<file path="src/rtl/nn_fixed_pkg.sv">
// Shared Q17.15 fixed-point definitions and the backprop FSM state encoding.
package nn_fixed_pkg;

  localparam int WIDTH = 32;
  localparam int FRAC  = 15;
  localparam logic signed [WIDTH-1:0] ONE     = 32'sh0000_8000;
  localparam logic signed [WIDTH-1:0] MAX_POS = 32'sh7FFF_FFFF;
  localparam logic signed [WIDTH-1:0] MAX_NEG = 32'sh8000_0000;

  typedef enum logic [2:0] {
    ST_IDLE,
    ST_CALC,
    ST_FETCH,
    ST_MUL,
    ST_HOLD,
    ST_DONE
  } state_e;

  // Clamp a 33-bit intermediate back into the 32-bit signed range.
  function automatic logic signed [WIDTH-1:0] sat32(input logic signed [WIDTH:0] v);
    if (v[WIDTH] != v[WIDTH-1]) return v[WIDTH] ? MAX_NEG : MAX_POS;
    return v[WIDTH-1:0];
  endfunction

endpackage

</file>
<file path="src/rtl/fx_mul_sat.sv">
// Q17.15 signed multiply: full 64-bit product, arithmetic shift by FRAC, saturate to 32 bits.
module fx_mul_sat
  import nn_fixed_pkg::*;
(
  input  logic signed [WIDTH-1:0] a,
  input  logic signed [WIDTH-1:0] b,
  output logic signed [WIDTH-1:0] p
);

  logic signed [2*WIDTH-1:0] prod;
  logic signed [2*WIDTH-1:0] shifted;

  always_comb begin
    prod    = 64'(a) * 64'(b);
    shifted = prod >>> FRAC;
    // Result fits when the bits above the 32-bit sign position all agree.
    if ((&shifted[2*WIDTH-1:WIDTH-1]) || !(|shifted[2*WIDTH-1:WIDTH-1])) begin
      p = shifted[WIDTH-1:0];
    end else begin
      p = shifted[2*WIDTH-1] ? MAX_NEG : MAX_POS;
    end
  end

endmodule

</file>
<file path="src/rtl/activation_backprop.sv">
// Backward pass of the clamp-sigmoid neuron: computes delta once per sample, then
// streams dw[i] = delta * in[i] for every input through a valid/ready handshake.
module activation_backprop
  import nn_fixed_pkg::*;
#(
  parameter int N_INPUTS = 4,
  parameter int IDX_W    = 2
) (
  input  logic                    clk,
  input  logic                    rst_n,
  input  logic                    start_valid,
  output logic                    start_ready,
  input  logic signed [WIDTH-1:0] x,
  input  logic signed [WIDTH-1:0] y,
  input  logic signed [WIDTH-1:0] target,
  input  logic signed [WIDTH-1:0] eta,
  output logic [IDX_W-1:0]        in_addr,
  input  logic signed [WIDTH-1:0] in_data,
  output logic                    dw_valid,
  input  logic                    dw_ready,
  output logic signed [WIDTH-1:0] dw_data,
  output logic [IDX_W-1:0]        dw_idx,
  output logic signed [WIDTH-1:0] delta,
  output logic                    done
);

  state_e                  state_q, state_d;
  logic signed [WIDTH-1:0] x_q, x_d, y_q, y_d, target_q, target_d, eta_q, eta_d;
  logic signed [WIDTH-1:0] delta_q, delta_d, dw_data_q, dw_data_d;
  logic [IDX_W-1:0]        i_q, i_d;

  logic signed [WIDTH-1:0] err, mul_a, mul_b, mul_p;
  logic                    in_range, last_beat;

  assign err       = sat32({target_q[WIDTH-1], target_q} - {y_q[WIDTH-1], y_q});
  assign in_range  = !x_q[WIDTH-1] && (x_q <= ONE);
  assign last_beat = (i_q == IDX_W'(N_INPUTS - 1));

  // One multiplier serves both eta*err in CALC and delta*in_data in MUL.
  assign mul_a = (state_q == ST_CALC) ? eta_q : delta_q;
  assign mul_b = (state_q == ST_CALC) ? err   : in_data;

  fx_mul_sat u_mul (
    .a (mul_a),
    .b (mul_b),
    .p (mul_p)
  );

  // NOTE: sequential state uses non-blocking assignments so every flop samples pre-edge values.
  always_ff @(posedge clk) begin
    if (!rst_n) begin
      state_q   <= ST_IDLE;
      x_q       <= '0;
      y_q       <= '0;
      target_q  <= '0;
      eta_q     <= '0;
      delta_q   <= '0;
      dw_data_q <= '0;
      i_q       <= '0;
    end else begin
      state_q   <= state_d;
      x_q       <= x_d;
      y_q       <= y_d;
      target_q  <= target_d;
      eta_q     <= eta_d;
      delta_q   <= delta_d;
      dw_data_q <= dw_data_d;
      i_q       <= i_d;
    end
  end

  // NOTE: every comb output is defaulted first, so no path leaves a signal unassigned (no latch).
  always_comb begin
    state_d = state_q;
    unique case (state_q)
      ST_IDLE:  if (start_valid) state_d = ST_CALC;
      ST_CALC:  state_d = ST_FETCH;
      ST_FETCH: state_d = ST_MUL;
      ST_MUL:   state_d = ST_HOLD;
      ST_HOLD:  if (dw_ready) state_d = last_beat ? ST_DONE : ST_FETCH;
      ST_DONE:  state_d = ST_IDLE;
      default:  state_d = ST_IDLE;
    endcase
  end

  always_comb begin
    x_d       = x_q;
    y_d       = y_q;
    target_d  = target_q;
    eta_d     = eta_q;
    delta_d   = delta_q;
    dw_data_d = dw_data_q;
    i_d       = i_q;
    unique case (state_q)
      ST_IDLE: begin
        if (start_valid) begin
          x_d      = x;
          y_d      = y;
          target_d = target;
          eta_d    = eta;
          i_d      = '0;
        end
      end
      ST_CALC: delta_d   = in_range ? mul_p : '0;
      ST_MUL:  dw_data_d = mul_p;
      ST_HOLD: if (dw_ready && !last_beat) i_d = i_q + 1'b1;
      default: ;
    endcase
  end

  always_comb begin
    start_ready = (state_q == ST_IDLE);
    dw_valid    = (state_q == ST_HOLD);
    done        = (state_q == ST_DONE);
  end

  assign in_addr = i_q;
  assign dw_idx  = i_q;
  assign dw_data = dw_data_q;
  assign delta   = delta_q;

endmodule
</file>
<file path="config.mk">
export PLATFORM = sky130hd
export DESIGN_NAME = activation_backprop
export DESIGN_NICKNAME = d
export VERILOG_FILES = /design/src/rtl/nn_fixed_pkg.sv /design/src/rtl/fx_mul_sat.sv /design/src/rtl/activation_backprop.sv
export SDC_FILE = /design/constraint.sdc
export NUM_CORES = 2
export LEC_CHECK = 0
export CAP_MARGIN = 20
export CORE_UTILIZATION = 68
export DETAILED_ROUTE_END_ITERATION = 8
export MAX_ROUTING_LAYER = met4
export PLACE_DENSITY = 0.89
export SYNTH_ARGS = -nofsm -noshare
export SYNTH_HDL_FRONTEND = slang
export SYNTH_HIERARCHICAL = 1
export SYNTH_SLANG_ARGS = --single-unit
</file>
<file path="constraint.sdc">
create_clock -name clk -period 31.1 [get_ports clk]
set_clock_uncertainty 0.15 [all_clocks]
set_input_delay 6.22 -clock clk [delete_from_list [all_inputs] [get_ports clk]]
set_output_delay 6.22 -clock clk [all_outputs]
set_load 0.01 [all_outputs]
</file>
==> results.cfg <==
[synthesis]
synth_edf_count = 0
postSynthNetCount = 6735
synth_seq_cells = 197
synthCells = 5276
syn_area_sq_um = 46800
async_flop_share_pct = 0
synth-main-ff-cell = dfxtp_1
avgSynthCellArea_sq_um = 8.87
ys_warn_count = 6
synth_cell_types = 86
ys_seq_area_share_pct = 8.43

[critical_path]
cp-start-kind = input port
crit_arrival_ps = 16940
path_common_cell = fa_1
cpPeakStageDelay_ps = 980
crit_family = adder cells
worstSetupEndpointType = flip-flop
slowest_stage = fa_1
crit_start = in_data[2]
cp.required_ps = 31320
rr_startpoint = target_q[0]$_SDFFE_PN0P_
path_buf_inv = 8
criticalPathCategory = input port to flip-flop
crit_path_max_fanout = 32

[min_path]
hold_path.startpoint = y_q[1]$_SDFFE_PN0P_
min_path_type = flip-flop to flip-flop

[clock_tree]
ctsRootBufferMaster = clkbuf_16
cts_tree = done
post-cts-setup-buffer-count = 0
cts.path.max_buffers = 2
hold_buffers = 0
cts.sinks = 197
cts_buffers = 17
cts_resized = 0
clock_latency_ps = 450
cts.clk_slew.worst_paths_ps = 70
h-tree-depth = 4

[floorplanning]
ios = 235
fp.dieH_um = 264
coreArea_sq_um = 67600
die_w_um = 264
initial_utilization_pct = 69.2
num_rows = 95
die_area_sq_um = 69900

[global_routing]
grt_pass1_wl_um = 212000
antenna_found_initial = 9
grt-ovfl-total = 0
grt_start_max_net_pins = 109
first_global_vias = 40200
grt_usage_pct = 40.5

[sta]
worst_slew_pin_slew_ps = 1140
setup_viol = 0
min_period_over_period_pct = 53.8
fmax_mhz = 59.8
min_period_ps = 16720
rsz0062_at_grt = false
setup_tns_ps = 0
slew-limit-headroom_pct = 24.0
slew_viol_final = 0
hold_viol = 0

[cells_and_area]
nFillCells = 4535
mostFrequentLayoutCells = fa_1, nand2_1, inv_1
layout_commonest_cell = fa_1
regArea_sq_um = 3940
num-nets-final = 6750
drive_gt1_share_pct = 3.98
syn_to_final_growth_pct = 7.37
multiInputGateArea_sq_um = 38000

[detailed_routing]
first_pass_iters = 5
drc = 0
detail-route-antenna-nets = 0
via_per_inst = 5.90
routedWlPerCell_um = 21.1
wirelength_um = 131000
via_count = 36500
first_iter_violations = 2735

[outcome]
status = completed

[placement]
port_buffers = 234
gp_congestion = 1.03
place_hpwl_um = 104000

[flow_run]
drv_cap = 0
worst paths after layout:
kind	slack, ps	to	cells past startpoint
worst max-delay path	14380	dw_data[13]$_SDFFE_PN0P_	31
worst min-delay path	320	y_q[1]$_SDFFE_PN0P_	2
worst max register to register	17390	dw_data[13]$_SDFFE_PN0P_	41
worst min register to register	320	y_q[1]$_SDFFE_PN0P_	2
tightest hold or removal path, stage by stage, from the launching register on:
cell and delay [ps]:
dfxtp_1 310, nand2_1 40, a21boi_0 60
layer usage:
layer / share of wire, % / GRT usage [%] / vias to the layer above / routed length, um
met3: 8.8 / 7.69 / 416 / 11500
met1: 37 / 48.9 / 18400 / 48600
li1: - / - / 15800 / -
met2: 49 / 65.7 / 1868 / 63400
met4: 5.5 / 19.4 / 0 / 7160
met5: 0 / - / - / 0
final cells by class:
type | instances | share of cell area [%]
multi-input cells | 3795 | 75.7
inverters | 974 | 7.28
clock inverters | 13 | 0.326
diodes | 13 | 0.0648
flip-flops and latches | 197 | 7.85
repair buffers | 306 | 5.73
clock buffers | 19 | 0.902
well taps | 873 | 2.17
metrics by stage:
stage | utilization, % | cells | worst slack (ps) | cell area, sq um | hold slack (ps)
after floorplan | - | 5276 | 16120 | 46800 | 293
after global placement | 73.3 | 6145 | 14340 | 49600 | 302
after detailed placement | 73.3 | 6145 | 14050 | 49600 | 309
after CTS | 74.2 | 6177 | 14510 | 50200 | 319
after global routing | 74.3 | 6187 | 13870 | 50200 | 336
final | 74.3 | 6190 | 14380 | 50200 | 316
cells in the mapped netlist, drive strengths merged, types with 18 or more instances:
master | instances | share of area (%)
xnor2 | 53 | 0.99
a21oi | 158 | 2.0
a21boi | 197 | 3.2
nand2 | 1050 | 8.4
nor4 | 18 | 0.25
nand4 | 27 | 0.36
o21ai | 95 | 1.3
clkbuf | 279 | 2.2
buf | 31 | 0.47
inv | 974 | 7.8
dfxtp | 197 | 8.4
ha | 213 | 5.7
and2 | 507 | 6.8
nor2 | 94 | 0.75
nand3 | 20 | 0.21
xor2 | 33 | 0.62
fa | 1082 | 46
nor3 | 18 | 0.19
a21o | 35 | 0.56
sequential cells by signal, summed over array words and instances, names as in the netlist:
signal,cells
delta,32
dw_data,32
dw_idx,2
eta_q,32
state_q,3
target_q,32
x_q,32
y_q,32
logic make-up (layout without fill, tap and decap cells):
logic type / count (synthesis) / in the layout / synth area share (%)
simple gates: 1798 / 1798 / 18.0
fa+ha+maj: 1295 / 1295 / 52.0
buf+inv: 1284 / 1312 / 10.5
compound gates: 612 / 612 / 9.38
flops: 197 / 197 / 8.43
xor+xnor: 86 / 86 / 1.61
mux: 4 / 4 / 0.102
other cells: 0 / 13 / 0
Power is left out: the tool's default activity adds up to more than one toggle a clock period on the data nets, which glitch-free logic cannot reach.
